<file path="config.mk">
export PLATFORM = sky130hd
export DESIGN_NAME = carrier_hop_sched_flat
export DESIGN_NICKNAME = d
export VERILOG_FILES = /design/src/rtl/carrier_hop_sched_if.sv /design/src/rtl/carrier_hop_sched.sv /design/src/flat_wrapper.sv
export SDC_FILE = /design/constraint.sdc
export NUM_CORES = 1
export LEC_CHECK = 0
export CAP_MARGIN = 30
export CORE_UTILIZATION = 61
export CTS_CLUSTER_SIZE = 10
export DETAILED_ROUTE_END_ITERATION = 10
export GPL_TIMING_DRIVEN = 0
export PLACE_DENSITY = 0.85
export REMOVE_ABC_BUFFERS = 1
export SLEW_MARGIN = 25
export SYNTH_ARGS = -nofsm -noshare
export SYNTH_HDL_FRONTEND = slang
export SYNTH_SLANG_ARGS = --single-unit
</file>
<file path="constraint.sdc">
create_clock -name clk -period 12.9 [get_ports clk]
set_input_delay 3.225 -clock clk [delete_from_list [all_inputs] [get_ports clk]]
set_output_delay 3.225 -clock clk [all_outputs]
set_load 0.02 [all_outputs]
</file>
<file path="src/rtl/carrier_hop_sched_if.sv">
// Config/control and carrier-side bundle for carrier_hop_sched.
// master = config/control side, slave = the scheduler itself.
interface carrier_hop_sched_if #(
  parameter int AW      = 3,
  parameter int DWELL_W = 16
);
  logic               cfg_we;
  logic [AW-1:0]      cfg_addr;
  logic [15:0]        cfg_freq;
  logic [DWELL_W-1:0] cfg_dwell;
  logic [AW:0]        cfg_num;
  logic               loop_en;
  logic               start;
  logic               stop;
  logic               sym_tick;
  logic [15:0]        freq;
  logic               freq_upd;
  logic [AW-1:0]      entry_idx;
  logic               busy;
  logic               done;
  logic               cfg_err;

  modport master (
    output cfg_we, cfg_addr, cfg_freq, cfg_dwell, cfg_num, loop_en,
           start, stop, sym_tick,
    input  freq, freq_upd, entry_idx, busy, done, cfg_err
  );

  modport slave (
    input  cfg_we, cfg_addr, cfg_freq, cfg_dwell, cfg_num, loop_en,
           start, stop, sym_tick,
    output freq, freq_upd, entry_idx, busy, done, cfg_err
  );
endinterface

</file>
<file path="src/rtl/carrier_hop_sched.sv">
// Frequency-hop scheduler: walks a (freq, dwell) table and retunes the
// carrier only on symbol boundaries so no hop lands mid-symbol.
module carrier_hop_sched #(
  parameter int          DEPTH    = 8,
  parameter int          AW       = 3,
  parameter int          DWELL_W  = 16,
  parameter logic [15:0] FREQ_MAX = 16'd65065
) (
  input  logic                clk,
  input  logic                rst,
  carrier_hop_sched_if.slave  bus
);

  typedef enum logic [1:0] {
    IDLE       = 2'd0,
    WAIT_ALIGN = 2'd1,
    DWELL      = 2'd2
  } state_t;

  localparam logic [AW:0]      DEPTH_L = (AW+1)'(DEPTH);
  localparam logic [DWELL_W-1:0] ONE_D = DWELL_W'(1);

  state_t             state_reg, state_next;
  logic [15:0]        freq_reg, freq_next;
  logic               freq_upd_reg, freq_upd_next;
  logic [AW-1:0]      entry_idx_reg, entry_idx_next;
  logic               busy_reg, busy_next;
  logic               done_reg, done_next;
  logic               cfg_err_reg, cfg_err_next;
  logic [DWELL_W-1:0] cnt_reg, cnt_next;
  logic [AW-1:0]      idx_reg, idx_next;
  logic [AW:0]        num_reg, num_next;
  logic               loop_reg, loop_next;

  logic [15:0]        freq_tab  [DEPTH];
  logic [DWELL_W-1:0] dwell_tab [DEPTH];

  logic               tab_we;
  logic [15:0]        wr_freq;
  logic               wr_clamp;
  logic               num_ok;
  logic               last_entry;
  logic [AW-1:0]      idx_inc;

  // Writes are only accepted while idle so a running sweep sees a frozen table.
  assign tab_we   = bus.cfg_we && (state_reg == IDLE);
  assign wr_clamp = bus.cfg_freq > FREQ_MAX;
  assign wr_freq  = wr_clamp ? FREQ_MAX : bus.cfg_freq;

  generate
    for (genvar gi = 0; gi < DEPTH; gi++) begin : g_tab
      always_ff @(posedge clk or posedge rst) begin
        if (rst) begin
          freq_tab[gi]  <= '0;
          dwell_tab[gi] <= '0;
        end else if (tab_we && (bus.cfg_addr == AW'(gi))) begin
          freq_tab[gi]  <= wr_freq;
          dwell_tab[gi] <= bus.cfg_dwell;
        end
      end
    end
  endgenerate

  function automatic logic [DWELL_W-1:0] eff_dwell(input logic [DWELL_W-1:0] d);
    return (d == '0) ? ONE_D : d;
  endfunction

  assign num_ok     = (bus.cfg_num != '0) && (bus.cfg_num <= DEPTH_L);
  assign last_entry = ({1'b0, idx_reg} == (num_reg - 1'b1));
  assign idx_inc    = idx_reg + 1'b1;

  always_comb begin
    state_next     = state_reg;
    freq_next      = freq_reg;
    freq_upd_next  = 1'b0;
    entry_idx_next = entry_idx_reg;
    done_next      = 1'b0;
    cfg_err_next   = 1'b0;
    cnt_next       = cnt_reg;
    idx_next       = idx_reg;
    num_next       = num_reg;
    loop_next      = loop_reg;

    if (bus.cfg_we) begin
      cfg_err_next = (state_reg != IDLE) || wr_clamp;
    end

    if (bus.stop) begin
      // Abort wins over start and sym_tick; outputs keep their last value.
      state_next = IDLE;
      cnt_next   = '0;
    end else begin
      unique case (state_reg)
        IDLE: begin
          if (bus.start) begin
            if (num_ok) begin
              num_next   = bus.cfg_num;
              loop_next  = bus.loop_en;
              idx_next   = '0;
              state_next = WAIT_ALIGN;
            end else begin
              cfg_err_next = 1'b1;
            end
          end
        end

        WAIT_ALIGN: begin
          if (bus.sym_tick) begin
            freq_next      = freq_tab[0];
            entry_idx_next = '0;
            idx_next       = '0;
            freq_upd_next  = 1'b1;
            cnt_next       = eff_dwell(dwell_tab[0]);
            state_next     = DWELL;
          end
        end

        DWELL: begin
          if (bus.sym_tick) begin
            if (cnt_reg > ONE_D) begin
              cnt_next = cnt_reg - ONE_D;
            end else if (!last_entry) begin
              idx_next       = idx_inc;
              entry_idx_next = idx_inc;
              freq_next      = freq_tab[idx_inc];
              cnt_next       = eff_dwell(dwell_tab[idx_inc]);
              freq_upd_next  = 1'b1;
            end else if (loop_reg) begin
              // Wrap straight to entry 0 on this boundary, no realignment gap.
              idx_next       = '0;
              entry_idx_next = '0;
              freq_next      = freq_tab[0];
              cnt_next       = eff_dwell(dwell_tab[0]);
              freq_upd_next  = 1'b1;
            end else begin
              done_next  = 1'b1;
              cnt_next   = '0;
              state_next = IDLE;
            end
          end
        end

        default: begin
          state_next = IDLE;
        end
      endcase
    end

    busy_next = (state_next != IDLE);
  end

  always_ff @(posedge clk or posedge rst) begin
    if (rst) begin
      state_reg     <= IDLE;
      freq_reg      <= '0;
      freq_upd_reg  <= 1'b0;
      entry_idx_reg <= '0;
      busy_reg      <= 1'b0;
      done_reg      <= 1'b0;
      cfg_err_reg   <= 1'b0;
      cnt_reg       <= '0;
      idx_reg       <= '0;
      num_reg       <= '0;
      loop_reg      <= 1'b0;
    end else begin
      state_reg     <= state_next;
      freq_reg      <= freq_next;
      freq_upd_reg  <= freq_upd_next;
      entry_idx_reg <= entry_idx_next;
      busy_reg      <= busy_next;
      done_reg      <= done_next;
      cfg_err_reg   <= cfg_err_next;
      cnt_reg       <= cnt_next;
      idx_reg       <= idx_next;
      num_reg       <= num_next;
      loop_reg      <= loop_next;
    end
  end

  assign bus.freq      = freq_reg;
  assign bus.freq_upd  = freq_upd_reg;
  assign bus.entry_idx = entry_idx_reg;
  assign bus.busy      = busy_reg;
  assign bus.done      = done_reg;
  assign bus.cfg_err   = cfg_err_reg;

endmodule

</file>
<file path="src/flat_wrapper.sv">
// flat-port wrapper written by rule: the top's interface ports become plain ports
module carrier_hop_sched_flat 
#(
  parameter int          DEPTH    = 8,
  parameter int          AW       = 3,
  parameter int          DWELL_W  = 16,
  parameter logic [15:0] FREQ_MAX = 16'd65065
)
  (clk, rst, bus_cfg_we, bus_cfg_addr, bus_cfg_freq, bus_cfg_dwell, bus_cfg_num, bus_loop_en, bus_start, bus_stop, bus_sym_tick, bus_freq, bus_freq_upd, bus_entry_idx, bus_busy, bus_done, bus_cfg_err);
  carrier_hop_sched_if #(.AW(AW), .DWELL_W(DWELL_W)) bus_i ();
  input  logic clk;
  input  logic rst;
  input wire logic [$bits(bus_i.cfg_we)-1:0] bus_cfg_we;
  input wire logic [$bits(bus_i.cfg_addr)-1:0] bus_cfg_addr;
  input wire logic [$bits(bus_i.cfg_freq)-1:0] bus_cfg_freq;
  input wire logic [$bits(bus_i.cfg_dwell)-1:0] bus_cfg_dwell;
  input wire logic [$bits(bus_i.cfg_num)-1:0] bus_cfg_num;
  input wire logic [$bits(bus_i.loop_en)-1:0] bus_loop_en;
  input wire logic [$bits(bus_i.start)-1:0] bus_start;
  input wire logic [$bits(bus_i.stop)-1:0] bus_stop;
  input wire logic [$bits(bus_i.sym_tick)-1:0] bus_sym_tick;
  output wire logic [$bits(bus_i.freq)-1:0] bus_freq;
  output wire logic [$bits(bus_i.freq_upd)-1:0] bus_freq_upd;
  output wire logic [$bits(bus_i.entry_idx)-1:0] bus_entry_idx;
  output wire logic [$bits(bus_i.busy)-1:0] bus_busy;
  output wire logic [$bits(bus_i.done)-1:0] bus_done;
  output wire logic [$bits(bus_i.cfg_err)-1:0] bus_cfg_err;
  assign bus_i.cfg_we = bus_cfg_we;
  assign bus_i.cfg_addr = bus_cfg_addr;
  assign bus_i.cfg_freq = bus_cfg_freq;
  assign bus_i.cfg_dwell = bus_cfg_dwell;
  assign bus_i.cfg_num = bus_cfg_num;
  assign bus_i.loop_en = bus_loop_en;
  assign bus_i.start = bus_start;
  assign bus_i.stop = bus_stop;
  assign bus_i.sym_tick = bus_sym_tick;
  assign bus_freq = bus_i.freq;
  assign bus_freq_upd = bus_i.freq_upd;
  assign bus_entry_idx = bus_i.entry_idx;
  assign bus_busy = bus_i.busy;
  assign bus_done = bus_i.done;
  assign bus_cfg_err = bus_i.cfg_err;
  carrier_hop_sched #(.DEPTH(DEPTH), .AW(AW), .DWELL_W(DWELL_W), .FREQ_MAX(FREQ_MAX)) u_core (.clk(clk), .rst(rst), .bus(bus_i));
endmodule
</file>
After elaboration in Yosys (flattened, before gate mapping)
Cells that the tools add are included.

Register bits: 305. Input bits: 46. Output and inout bits: 23. Logic and storage cells: 137.

Add/subtract/negate cells: 3. $lt $le $gt $ge: 4. Equality and inequality tests: 18. Muxes and demuxes: 58. Bitwise gates (word level): 2. Reductions and logical operators: 25.

Operators with widths (number): $mux W16 (18); $bmux W16 S3 (2); $pmux W16 S2 (2); $logic_not A16 Y1 (2); $mux W3 (7); $mux W1 (17); $gt A16 B1 Y1 const B (1); $gt A16 B16 Y1 const B (1); $mux W2 (8); $sub A16 B1 Y16 const B (1); $eq A3 B3 Y1 const B (4); $logic_and A1 B1 Y1 (10); $pmux W3 S3 (1); $ne A2 B2 Y1 const B (4); $reduce_and A8 Y1 (1); $eq A3 B2 Y1 const B (2); $ne A3 B3 Y1 const B (2); $pmux W2 S3 (1); $pmux W3 S2 (1); $reduce_and A6 Y1 (1); $reduce_bool A2 Y1 (3); $reduce_bool A3 Y1 (2); $eq A3 B4 Y1 (1); $ge A4 B4 Y1 const B (1); 17 further kinds (17).

Depth between registers and ports, before layout
Depth in word-level cells: 12. Mapped depth: 10. Mapped depth without buffers: 8.

Worst setup path before layout
OpenSTA, ideal clock, no wires.

Kind: input to register. Start: input port bus_cfg_we. End: register u_core.dwell_tab[114] (netlist name). Setup time: 0.125 ns. Arrival time: 4.543 ns. Data required time: 12.775 ns. Slack: 8.232 ns. Stages on the path: 6. Buffers on the path: 2. Cell sequence: nand2_1 or2_2 or3_1 clkbuf_1 buf_1 mux2_2.

Cells in the longest elaborated chain, start to end: 2.

RTL lines: start, declared (RTL line flat_wrapper.sv:13) `input wire logic [$bits(bus_i.cfg_we)-1:0] bus_cfg_we;`; $logic_and A1 B1 Y1 (RTL line carrier_hop_sched.sv:46) `assign tab_we = bus.cfg_we && (state_reg == IDLE);`; $logic_and A1 B1 Y1 (RTL line carrier_hop_sched.sv:56) `end else if (tab_we && (bus.cfg_addr == AW'(gi))) begin`; end signal, assigned by index (RTL line carrier_hop_sched.sv:58) `dwell_tab[gi] <= bus.cfg_dwell;`; end, declared (RTL line carrier_hop_sched.sv:36) `logic [DWELL_W-1:0] dwell_tab [DEPTH];`.

No other way between the ends. A chain may end at the register's enable or synchronous reset.

Worst setup path in the final report
Start: input port bus_cfg_we. End: register u_core.dwell_tab[123] (netlist name).

Same word-level chain as after synthesis.

==> results.py <==
metrics = {
    "outcome": {
        "status": "complete, no violations",
    },
    "timing": {
        "final.setup_skew_ps": 18.6,
        "grt_setup_unrepaired": "false",
        "finalCriticalPeriod_ps": 5260,
        "max_freq_mhz": 190,
        "drv_slew": 0,
        "slew_headroom_pct": 33.5,
        "hold_ws_ps": 471,
        "final_hold_viol_count": 0,
        "fin_setup_tns_ps": 0,
        "worst_pin_slew_ps": 998,
        "finalSetupViolCount": 0,
        "finalCritPeriodShare_pct": 40.8,
    },
    "finish": {
        "area_delta_synth_final_pct": 14.3,
        "nFillCells": 1561,
        "reg.largest.list": "u_core.dwell_tab (128), u_core.freq_tab (128)",
        "drive_gt1_share_pct": 14.3,
        "ff_latch_area_um2": 7640,
        "nNetsFinal": 1529,
        "multi_input_area_um2": 6720,
        "finalInstanceArea_um2": 16900,
        "diodes": 0,
    },
    "logic_synthesis": {
        "synth_xor_area_share_pct": 0.971,
        "synth_compound_area_share_pct": 6.82,
        "synth-async-reset-ratio_pct": 100,
        "synth-edff-count": 0,
        "synthCells": 1465,
        "synthMuxAreaShare_pct": 18.3,
        "synth_cell_types": 59,
        "ys_warn_count": 0,
        "synthSimpleGateAreaFrac_pct": 18.0,
        "ys_ff_latch": 305,
        "synth_fa_ha_area_share_pct": 0.676,
        "synth_top_family_by_area": "multiplexers",
        "postSynthAreaPerCell_um2": 10.1,
        "synth_area_um2": 14800,
        "synth_top_cell_by_area": "dfrtp_1",
        "synth.area.top_cells": "dfrtp_1 52%, nand2_1 14%, mux4_2 8.1%, mux2i_1 4.8%, mux2_2 4.4%",
        "synth_flop_cell": "dfrtp_1",
        "yosys.area.top_type_share_pct": 51.5,
        "yosysSeqAreaShare_pct": 51.5,
    },
    "floorplanning": {
        "die_w_um": 158,
        "die_h_um": 158,
        "dieArea_um2": 24900,
        "initial_core_util_pct": 62.7,
        "rows": 56,
        "core_area_um2": 23600,
        "io-pin-count": 69,
    },
    "worst_setup_path": {
        "cp.required_ps": 13290,
        "path_max_fanout": 22,
        "start_kind": "input port",
        "critPathCaptureType": "flop",
        "critical_path_class": "in2reg",
        "crit_arrival_ps": 5650,
        "rrSetupSlack_ps": 9240,
    },
    "cts": {
        "cts_buffers": 36,
        "ctsHoldBuffers": 0,
        "insertion_delay_ps": 520,
        "cts_resized": 0,
        "h-tree-depth": 2,
        "path_clk_slew_ps": 60,
        "cts_sinks": 305,
        "cts_root_buf": "clkbuf_16",
        "clk_path_buf_depth": 3,
        "cts_tree": "built",
        "post_cts_buffers": 0,
    },
    "power": {
        "pwr-share-clk_pct": 29.4,
        "powerDensity_nw_per_um2": 177,
        "ir_drop_v": 0.000153,
        "p_comb_share_pct": 25.1,
        "p_sw_share_pct": 30.9,
        "p_leak_uw": 0.00767,
        "p_sw_uw": 922,
        "p_int_uw": 2070,
        "p_seq_share_pct": 45.5,
    },
    "placed_design": {
        "io_buffers": 68,
        "detailed_place_hpwl_um": 23500,
        "placedInstanceArea_um2": 15900,
        "gp_congestion": 0.865,
    },
    "drt": {
        "wl_per_cell_um": 21.4,
        "drt_pass1_iterations": 5,
        "via_count": 11400,
        "drt_wl_total_um": 38600,
        "drc": 0,
        "viasPerCell": 6.34,
        "drtIter0Drc": 1016,
        "ant_nets": 0,
    },
    "global_route": {
        "grt_max_degree": 102,
        "grt_pass1_vias": 11700,
        "grt_overflow": 0,
        "gr-usage-all-layers_pct": 32.3,
        "grt_pass1_wl_um": 61400,
        "antenna_found_initial": 0,
    },
    "run": {
        "cap_violations": 0,
    },
    "min_path": {
        "hold_class": "reg2reg",
    },
}
-- per-stage QoR --
step	std cells	total power (µW)	util, %	setup WS [ps]
3_3_place_gp	1737	2030	65.2	-2280
4_1_cts	1797	2980	71.6	7690
6_report	1798	2990	71.7	7640
2_1_floorplan	1350	1830	-	1240
3_5_place_dp	1755	2090	67.5	7210
5_1_grt	1798	3120	71.7	7580
-- worst paths after layout --
| path | from | end | cells past startpoint |
|---|---|---|---|
| min | u_core.freq_tab[30] | u_core.freq_tab[30] | 2 |
| max | bus_cfg_we | u_core.dwell_tab[123] | 6 |
| min in group asynchronous | rst | u_core.freq_tab[32] | 2 |
| max in group asynchronous | rst | u_core.bus.freq[9] | 3 |
| max reg2reg | u_core.idx_reg[0] | u_core.cnt_reg[0] | 8 |
| min reg2reg | u_core.freq_tab[30] | u_core.freq_tab[30] | 2 |
-- kinds of logic after synthesis --
kind of cell,Yosys count
AOI/OAI and AO/OA,170
xor gates and xnor gates,14
adders and majority gates,8
buffers and inverters,128
DFF,305
muxes,192
and+or+nand+nor,648
-- power by group through the flow --
stage / clock (µW) / sequential (µW) / combinational (µW)
floorplan: 0 / 1350 / 486
global placement: 0 / 1350 / 681
detailed placement: 0 / 1360 / 730
CTS: 882 / 1350 / 742
global route: 920 / 1380 / 820
finish: 879 / 1360 / 749
-- metal layers --
metal | GRT usage [%] | share of wire [%] | routed length [µm]
met5 | 0 | 0 | 0
met4 | 15.7 | 3.7 | 1440
met3 | 6.08 | 8.6 | 3330
met2 | 52.8 | 49 | 18900
met1 | 41.9 | 38 | 14800
-- placed cells by master (no fill, tap or decap), types with 3 or more instances in the layout --
cell,instances
a21oi_1,6
a22oi_1,6
a311oi_1,4
a32oi_1,8
and2_1,3
and3_1,8
buf_12,3
buf_16,14
clkbuf_16,36
clkdlybuf4s50_1,68
dfrtp_1,304
ha_1,7
inv_1,12
mux2_2,58
mux2_4,10
mux2i_1,71
mux4_2,53
nand2_1,535
nand2b_1,5
nand3_1,6
nand4_1,7
nor2_1,23
nor2_4,6
nor2b_1,7
nor3_1,8
nor3b_1,4
nor4_1,9
o21a_1,3
o21ai_0,112
o31ai_1,12
o41ai_1,3
or2_2,7
or3_1,5
or3_2,5
xnor2_1,9
xor2_1,3
-- cell usage after synthesis (2+ instances only) --
library cell / instances
a211o_1: 2
a211oi_1: 2
a21oi_1: 6
a22oi_1: 6
a311oi_1: 4
a32oi_1: 8
a41oi_1: 2
and2_1: 3
and3_1: 8
buf_1: 7
buf_2: 12
buf_4: 2
buf_6: 3
clkbuf_1: 88
dfrtp_1: 305
ha_1: 8
inv_1: 13
mux2_2: 58
mux2_4: 10
mux2i_1: 71
mux4_2: 53
nand2_1: 535
nand2b_1: 5
nand3_1: 6
nand4_1: 7
nor2_1: 30
nor2b_1: 7
nor3_1: 8
nor3b_1: 4
nor4_1: 10
o21a_1: 3
o21ai_0: 112
o22ai_1: 2
o31ai_1: 12
o41ai_1: 3
or2_2: 7
or3_1: 10
or4_1: 2
xnor2_1: 9
xor2_1: 3
-- critical path, stage by stage --
cell and delay, ps:
clkdlybuf4s50_1 550, nand2_1 130, or2_2 400, or3_2 740
buf_12 280, mux2_2 290
-- cell type report --
type                            count  area share (%)
Inverter                           13           0.333
Tap cell                          319            2.36
Sequential cell                   305            45.1
Clock inverter                      2           0.148
Timing Repair Buffer               87            6.79
Multi-Input combinational cell   1032            39.7
Clock buffer                       40            5.53
No activity file was read; power rests on OpenSTA's default activity.
==> variant, RTL diff (config.mk and constraints unchanged) <==
Encoding of `state_t`: now one-hot (3 bits for 3 states).
--- a/src/rtl/carrier_hop_sched.sv
+++ b/src/rtl/carrier_hop_sched.sv
@@ -11,10 +11,10 @@
   carrier_hop_sched_if.slave  bus
 );
 
-  typedef enum logic [1:0] {
-    IDLE       = 2'd0,
-    WAIT_ALIGN = 2'd1,
-    DWELL      = 2'd2
+  typedef enum logic [2:0] {
+    IDLE       = 3'b001,
+    WAIT_ALIGN = 3'b010,
+    DWELL      = 3'b100
   } state_t;
 
   localparam logic [AW:0]      DEPTH_L = (AW+1)'(DEPTH);
Check against the original RTL: no difference found for any inputs over 4 cycles, from zero or initial values and one cycle with rst high; so few cycles prove little.
==> variant against the unedited design <==
Setup slack got worse by 380 ps. Sequential cell count increased by 1. Count of clock-buffer cells in the layout increased by 4. Wire length increased by 3.1%. Synthesized area increased by 2.2%. Power decreased by 9.6%. Sequential share of layout area decreased by 1.1 points. First-iteration DRC count increased by 17%. Design area increased by 2.7%. Largest power group unchanged.
==> variant: results (changes against the unedited design) <==
[outcome]
status=finished, final reports clean  ; unchanged

[drt]
wl_met3_um=3420  ; was 3330 µm
wl_met1_um=15700  ; was 14800 µm
via_count=11719  ; was 11398
via_per_inst=6.48  ; was 6.34
drt_wl_total_um=39800  ; was 38600 µm
routed-wl-met2_um=18900  ; about the same

[critical_path]
crit_path_end=u_core.bus.freq[1]  ; was u_core.dwell_tab[123]
crit_slowest_cell=o31ai_4  ; was or3_2
critPathMaxFanout=13  ; was 22
reg2reg_slack_ps=9170  ; was 9240 ps
timing.critical_path.from=bus_sym_tick  ; was bus_cfg_we

[synth]
synth_common_cells=397 x nand2_1, 305 x dfrtp_1, 123 x mux2_2  ; was 535 x nand2_1, 305 x dfrtp_1, 112 x o21ai_0
ys_top_cells_by_area=dfrtp_1 50%, nand2_1 9.8%, mux2_2 9.1%  ; was dfrtp_1 52%, nand2_1 14%, mux4_2 8.1%
ys_warn_count=0  ; unchanged
synth_ff_type=dfrtp_1  ; unchanged
synth.distinct_cells=66  ; was 59
synth-seq-area-share_pct=50.6  ; was 51.5%
avgSynthCellArea_um2=10.5  ; was 10.1 µm²

[placement]
dpl_cell_area_um2=16400  ; was 15900 µm²
dpl.hpwl_um=24500  ; was 23500 µm
post-place-cells=1762  ; was 1755
place_ws_ps=6790  ; was 7210 ps

[pwr]
p_leak_nw=8.10  ; was 7.67 nW
p_clk_share_pct=33.1  ; was 29.4%
swShare_pct=28.6  ; was 30.9%
powerClk_mw=0.896  ; was 0.879 mW
vdd_drop_max_v=0.0000877  ; was 0.000153 V
powerComb_mw=0.495  ; was 0.749 mW

[grt]
grt_start_max_net_pins=99  ; was 102
grt_usage_pct=32.2  ; was 32.3%
use_met1_pct=43.3  ; was 41.9%
grtUsageMet3_pct=5.60  ; was 6.08%
grt_pass1_wl_um=64500  ; was 61400 µm

[sta]
period_minus_slack_ps=5640  ; was 5260 ps
clock_skew_ps=17.0  ; was 18.6 ps
totalNegativeSetupSlack_ps=0  ; unchanged

[clocking]
root_buffer=clkbuf_16  ; unchanged
ctsResizeCount=0  ; unchanged
cts_setup_buffers=0  ; unchanged

[cells_and_area]
fill_cells=1637  ; was 1561
layout-drive-gt1-share_pct=17.8  ; was 14.3%
finalNetCount=1526  ; was 1529

variant: cell count changes after synthesis, moves of 9 or more:
cell / change
nand2_1: -138
mux2_2: +65
a21oi_1: +36
nor3b_1: +35
clkbuf_1: -23
nand3b_1: +20
nor3_1: +19
mux4_2: -11
o21ai_0: -11
mux2_4: -10
buf_2: +9
variant: worst min path at each step:
stage | startpoint | endpoint | slack, ps | cells past startpoint
2_1_floorplan | u_core.dwell_tab[81] | u_core.dwell_tab[81] | 440 | 2
3_3_place_gp | u_core.dwell_tab[88] | u_core.dwell_tab[88] | 450 | 2
3_5_place_dp | u_core.dwell_tab[94] | u_core.dwell_tab[94] | 450 | 2
4_1_cts | u_core.dwell_tab[94] | u_core.dwell_tab[94] | 470 | 2
5_1_grt | u_core.dwell_tab[94] | u_core.dwell_tab[94] | 490 | 2
6_report | u_core.dwell_tab[91] | u_core.dwell_tab[91] | 470 | 2
variant: cell type report:
class	count	area (µm²)	area share (%)
flip-flops and latches	306	7660	44.1
multi-input cells	1023	7090	40.8
repair buffers	95	1180	6.79
clock buffers	44	941	5.41
well taps	324	405	2.33
inverters	14	60.1	0.345
clock inverters	3	45.0	0.259
variant: logic make-up (layout without fill, tap and decap cells):
| group | count (synthesis) | count (layout) | synth area share, % |
|---|---|---|---|
| AO/OA/AOI/OAI | 205 | 205 | 8.08 |
| XOR/XNOR | 14 | 14 | 0.934 |
| adder cells (fa/ha/maj) | 4 | 4 | 0.331 |
| buffers and inverters | 118 | 156 | 3.29 |
| flip-flops | 306 | 306 | 50.6 |
| multiplexers | 228 | 228 | 19.6 |
| AND/OR/NAND/NOR | 572 | 572 | 17.2 |
variant: critical path: cells and delay by family:
kind / cells / cell delay, ps
and+or+nand+nor: 2 / 790
AOI/OAI and AO/OA: 1 / 750
buffers and inverters: 2 / 920
muxes: 1 / 350
